[config.mk]
export PLATFORM = sky130hd
export DESIGN_NAME = const_mul_recon_47
export DESIGN_NICKNAME = d
export VERILOG_FILES = /design/src/rtl/const_div_pkg.sv /design/src/rtl/chunk_mac_47.sv /design/src/rtl/const_mul_recon_47.sv
export SDC_FILE = /design/constraint.sdc
export NUM_CORES = 1
export LEC_CHECK = 0
export BUFFER_PORTS_ARGS = -buffer_cell sky130_fd_sc_hd__buf_4
export CORE_UTILIZATION = 30
export CTS_BUF_LIST = sky130_fd_sc_hd__clkbuf_8
export DETAILED_ROUTE_END_ITERATION = 16
export REMOVE_ABC_BUFFERS = 1
export SETUP_SLACK_MARGIN = 0.1
export SKIP_LAST_GASP = 1
export SYNTH_ARGS = -nofsm -noshare
export SYNTH_HDL_FRONTEND = slang
export SYNTH_SLANG_ARGS = --single-unit
[constraint.sdc]
create_clock -name clk -period 4.2 [get_ports clk]
set_input_delay 0.63 -clock clk [delete_from_list [all_inputs] [get_ports clk]]
set_output_delay 0.63 -clock clk [all_outputs]
set_load 0.01 [all_outputs]
[src/rtl/const_div_pkg.sv]
// Shared constants and types for the divide-by-47 slice and its reconstruction inverse.
// Pure declarations: no latency, no flow control.
// Digit and carry widths both equal CHUNK because the carry can never exceed 63.
package const_div_pkg;

    localparam int W       = 60;
    localparam int CHUNK   = 6;
    localparam int DIVISOR = 47;
    localparam int NDIG    = W / CHUNK;
    localparam int CNT_W   = $clog2(NDIG);

    typedef logic [CHUNK-1:0] digit_t;
    typedef logic [CHUNK-1:0] carry_t;
    typedef logic [CNT_W-1:0] cnt_t;

    typedef enum logic [1:0] {
        IDLE,
        RUN,
        DONE
    } state_t;

endpackage

[src/rtl/chunk_mac_47.sv]
// One digit of the constant multiply-accumulate: digit*DIVISOR + carry.
// Combinational, zero latency; no flow control.
// Splits the 2*CHUNK-bit sum into the output digit and the next carry.
module chunk_mac_47 #(
    parameter int CHUNK   = const_div_pkg::CHUNK,
    parameter int DIVISOR = const_div_pkg::DIVISOR
) (
    input  logic [CHUNK-1:0] digit_i,
    input  logic [CHUNK-1:0] carry_i,
    output logic [CHUNK-1:0] digit_o,
    output logic [CHUNK-1:0] carry_o
);

    localparam logic [2*CHUNK-1:0] DIV_W = (2*CHUNK)'(DIVISOR);

    logic [2*CHUNK-1:0] acc;

    always_comb begin
        acc = {{CHUNK{1'b0}}, digit_i} * DIV_W + {{CHUNK{1'b0}}, carry_i};
    end

    assign digit_o = acc[CHUNK-1:0];
    assign carry_o = acc[2*CHUNK-1:CHUNK];

endmodule

[src/rtl/const_mul_recon_47.sv]
// Rebuilds x = q*DIVISOR + r digit-serially, CHUNK bits per cycle, LSB first.
// Latency W/CHUNK cycles from accept to out_valid; one request in flight.
// in_ready only in IDLE; result held in DONE until out_ready is sampled high.
module const_mul_recon_47 #(
    parameter int W       = const_div_pkg::W,
    parameter int CHUNK   = const_div_pkg::CHUNK,
    parameter int DIVISOR = const_div_pkg::DIVISOR
) (
    input  logic             clk,
    input  logic             rst_n,
    input  logic             in_valid,
    output logic             in_ready,
    input  logic [W-1:0]     in_q,
    input  logic [CHUNK-1:0] in_r,
    output logic             out_valid,
    input  logic             out_ready,
    output logic [W-1:0]     out_x,
    output logic             out_ovf,
    output logic             out_rem_err
);

    import const_div_pkg::*;

    localparam int                ND    = W / CHUNK;
    localparam int                CW    = (ND > 1) ? $clog2(ND) : 1;
    localparam logic [CW-1:0]     LAST  = CW'(ND - 1);
    localparam logic [CHUNK-1:0]  DIV_C = CHUNK'(DIVISOR);

    state_t           state_q, state_d;
    logic [CW-1:0]    cnt_q, cnt_d;
    logic [W-1:0]     q_q, q_d;
    logic [W-1:0]     x_q, x_d;
    logic [CHUNK-1:0] carry_q, carry_d;
    logic             ovf_q, ovf_d;
    logic             rerr_q, rerr_d;

    logic [CHUNK-1:0] mac_digit;
    logic [CHUNK-1:0] mac_carry;

    chunk_mac_47 #(
        .CHUNK   (CHUNK),
        .DIVISOR (DIVISOR)
    ) u_mac (
        .digit_i (q_q[CHUNK-1:0]),
        .carry_i (carry_q),
        .digit_o (mac_digit),
        .carry_o (mac_carry)
    );

    always_comb begin
        state_d = state_q;
        cnt_d   = cnt_q;
        q_d     = q_q;
        x_d     = x_q;
        carry_d = carry_q;
        ovf_d   = ovf_q;
        rerr_d  = rerr_q;

        case (state_q)
            IDLE: begin
                if (in_valid) begin
                    // Remainder seeds the carry so the "+ r" costs no extra cycle.
                    q_d     = in_q;
                    carry_d = in_r;
                    rerr_d  = (in_r >= DIV_C);
                    ovf_d   = 1'b0;
                    cnt_d   = '0;
                    state_d = RUN;
                end
            end
            RUN: begin
                x_d     = {mac_digit, x_q[W-1:CHUNK]};
                q_d     = q_q >> CHUNK;
                carry_d = mac_carry;
                cnt_d   = cnt_q + CW'(1);
                if (cnt_q == LAST) begin
                    ovf_d   = (mac_carry != '0);
                    state_d = DONE;
                end
            end
            DONE: begin
                if (out_ready) begin
                    state_d = IDLE;
                end
            end
            default: begin
                state_d = IDLE;
            end
        endcase
    end

    always_ff @(posedge clk or negedge rst_n) begin
        if (!rst_n) begin
            state_q <= IDLE;
            cnt_q   <= '0;
            q_q     <= '0;
            x_q     <= '0;
            carry_q <= '0;
            ovf_q   <= 1'b0;
            rerr_q  <= 1'b0;
        end else begin
            state_q <= state_d;
            cnt_q   <= cnt_d;
            q_q     <= q_d;
            x_q     <= x_d;
            carry_q <= carry_d;
            ovf_q   <= ovf_d;
            rerr_q  <= rerr_d;
        end
    end

    assign in_ready    = (state_q == IDLE);
    assign out_valid   = (state_q == DONE);
    assign out_x       = x_q;
    assign out_ovf     = ovf_q;
    assign out_rem_err = rerr_q;

endmodule

==> metrics.md <==
| Metric | Value |
|---|---|
| Outcome | `finished, final reports clean` |
| Post-detail-place hpwl | `10040 µm` |
| Top_reg_cell synth | `dfrtp_1` |
| Tot GR Track Use | `14.23%` |
| Post-synthesis register bit count | `134` |
| Initial antenna violation count | `0` |
| Cells on worst reg2reg path | `13` |
| Drt first pass iters | `4` |
| Share of layout cells above drive strength 1 | `21.12%` |
| Max-cap violation count | `0` |
| Worst Max-Slew Pin Slew | `1.048 ns` |
| PortBufs | `133` |
| Post-synth EDFFs | `0` |
| CP Launch Type | `flop` |
| Final hold vios | `0` |
| Crit path required time | `4.50 ns` |
| Post-synthesis cell area | `6674 µm²` |
| Vias per cell | `4.563` |
| Core ar. | `21820 µm²` |
| Post-route ant nets | `0` |
| Yosys cell types | `40` |
| Clk_lat worst skew | `0.44 ns` |
| R2r setup slk | `0.26 ns` |
| CTS root buffer | `clkbuf_8` |
| Post-synthesis sequential area ratio | `50.24%` |
| Die extent in y | `151.2 µm` |
| Clk buf depth | `2` |
| Die footprint | `22850 µm²` |
| Clock Sinks | `134` |
| Hold/Removal Path Class | `input pin to asynchronous set/reset pin` |
| Final Skew | `0.01011 ns` |
| CP Max Fanout | `6` |
| GRT overflow | `0` |
| Largest net degree at the start of global routing | `110` |
| Setup crit end kind | `flop` |
| Critical Path Sink | `out_ovf$_DFFE_PN0P_` |
| Ys Warns | `0` |
| Row cnt | `54` |
| Reg-to-Reg Start | `q_q[4]$_DFFE_PN0P_` |
| Vias in the first global route | `4958` |
| Fin nets | `997` |
| Hold Worst Slack | `0.2974 ns` |
| Final WS setup | `0.2553 ns` |
| Starting Density | `30.58%` |
| CTS tree | `done` |
| DR vias | `5339` |
| Fin crit share | `93.92%` |
| Worst Path Arrival | `4.25 ns` |
| GPL Wtd Cong | `0.8300` |
| Area growth syn-to-layout | `25.48%` |
| Hold_buf cts | `0` |
| Final setup fails | `0` |
| RSZ-0062 raised after global routing | `false` |
| Clock-pin slew on the worst setup and hold paths | `0.08 ns` |
| Min Tclk post-route | `3.945 ns` |
| Final slew viol count | `0` |
| Initial DRC Count | `278` |
| Achievable Freq | `253.5 MHz` |
| I/O Pins | `134` |
| N_diodes | `0` |
| Post-place setup slack | `0.09826 ns` |
| Core Util, Final | `38.37%` |
| CTS H-Tree Depth | `4` |
| Global-route wire length before repair | `25390 µm` |
| Die width | `151.2 µm` |
| Slew headroom | `30.11%` |
| Crit Reg-Reg Endpoint | `out_ovf$_DFFE_PN0P_` |
| Async set-reset flop share out of synthesis | `100.0%` |
| Fillcell total | `2244` |
| Mean routed wirelength per cell | `13.12 µm` |
| Mapped Avg Cell Area | `8.805 µm²` |
| CTS buffer count | `17` |
| Post-route setup TNS | `0 ns` |
| Total routed wirelength | `15350 µm` |
| Number of remaining DRC errors | `0` |
| Critical path startpoint | `q_q[4]$_DFFE_PN0P_` |
| Syn Inst Count | `758` |
| WS Path Type | `flop to flop` |
metal layers:
metal | GRT usage, % | share of wire [%]
met3 | 4.578 | 5.4
met5 | 0 | 0
met4 | 3.900 | 0.96
met2 | 20.87 | 44
met1 | 19.97 | 49
layout by cell type (no fill, tap or decap), drive strengths merged, types with 6 or more instances in the layout:
cell | Yosys | final
a21oi | 14 | 14
a31oi | 57 | 57
buf | 23 | 143
clkbuf | 19 | 17
dfrtp | 134 | 134
fa | 15 | 15
ha | 34 | 34
inv | 29 | 32
nand2 | 297 | 297
nand3b | 6 | 6
nor2 | 64 | 64
o21ai | 12 | 12
area by class of cell:
cell class,count,area [µm²],share of cell area [%]
Clock inverter,14,138.9,1.658
Tap cell,280,350.3,4.183
Timing Repair Buffer,143,1102,13.16
Clock buffer,17,234.0,2.794
Inverter,29,108.9,1.300
Sequential cell,134,3356,40.07
Multi-Input combinational cell,553,3084,36.83
registers in the layout, indices dropped and copies added, names as in the netlist:
name,count
out_ovf,1
carry_q,6
state_q,2
q_q,60
out_rem_err,1
cnt_q,4
out_x,60
worst min path at each step:
stage / depth (start not counted) / slack [ns] / endpoint
3_5_place_dp: 2 / 0.46 / q_q[58]$_DFFE_PN0P_
4_1_cts: 2 / 0.34 / state_q[1]$_DFFE_PN0P_
5_1_grt: 1 / 0.30 / out_x[8]$_DFFE_PN0P_
2_1_floorplan: 0 / 0.33 / carry_q[0]$_DFFE_PN0P_
3_3_place_gp: 2 / 0.45 / q_q[54]$_DFFE_PN0P_
6_report: 1 / 0.30 / out_x[8]$_DFFE_PN0P_
Yosys cell counts (2+ instances only):
| cell type | count | share of area (%) |
|---|---|---|
| a21o_1 | 5 | 0.56 |
| a21oi_1 | 13 | 0.97 |
| a22o_1 | 3 | 0.39 |
| a31oi_1 | 57 | 5.3 |
| a41oi_1 | 3 | 0.39 |
| and2b_1 | 3 | 0.34 |
| and3_1 | 3 | 0.28 |
| and3b_1 | 2 | 0.26 |
| buf_2 | 23 | 1.7 |
| clkbuf_1 | 19 | 1.1 |
| dfrtp_1 | 134 | 50 |
| fa_1 | 15 | 4.5 |
| ha_1 | 34 | 6.4 |
| inv_1 | 29 | 1.6 |
| nand2_1 | 296 | 17 |
| nand2b_1 | 2 | 0.19 |
| nand3_1 | 3 | 0.22 |
| nand3b_1 | 6 | 0.67 |
| nor2_1 | 64 | 3.6 |
| nor2b_1 | 2 | 0.19 |
| nor3_1 | 3 | 0.22 |
| o21ai_0 | 11 | 0.82 |
| or3_1 | 5 | 0.47 |
| xnor2_1 | 4 | 0.52 |
| xor2_1 | 4 | 0.52 |
per-stage QoR:
stage / std cells / area [µm²]
after floorplan: 716 / 6487
after global routing: 1170 / 8374
after CTS: 1169 / 8328
after detailed placement: 1138 / 7955
final: 1170 / 8374
after global placement: 1138 / 7955
what timing repair did:
item | in CTS | in global routing
setup buffers | 0 | 1
hold endpoints to repair | 0 | 0
endpoints found under the setup margin | 0 | 3
resized for setup | 0 | 10
cells by family after synthesis:
family                   count (synthesis)  share of synthesized area [%]
AND/OR/NAND/NOR                        394                          23.66
flip-flops                             134                          50.24
AO/OA/AOI/OAI                          102                          9.749
buffers and inverters                   71                          4.424
adder cells (fa/ha/maj)                 49                          10.87
XOR/XNOR                                 8                          1.050
worst max-delay path, cell delays in order, from the launching register on:
cell	delay [ns]
dfrtp_2	0.41
buf_4	0.16
fa_1	0.44
ha_1	0.29
inv_1	0.05
fa_1	0.53
inv_1	0.05
fa_1	0.51
ha_2	0.31
nor3b_2	0.20
a2111oi_2	0.36
o21bai_1	0.14
xnor2_1	0.24
a41oi_1	0.13
Power is not shown: default switching activity piles up to over one toggle a cycle in this logic, so the estimate is an artifact.
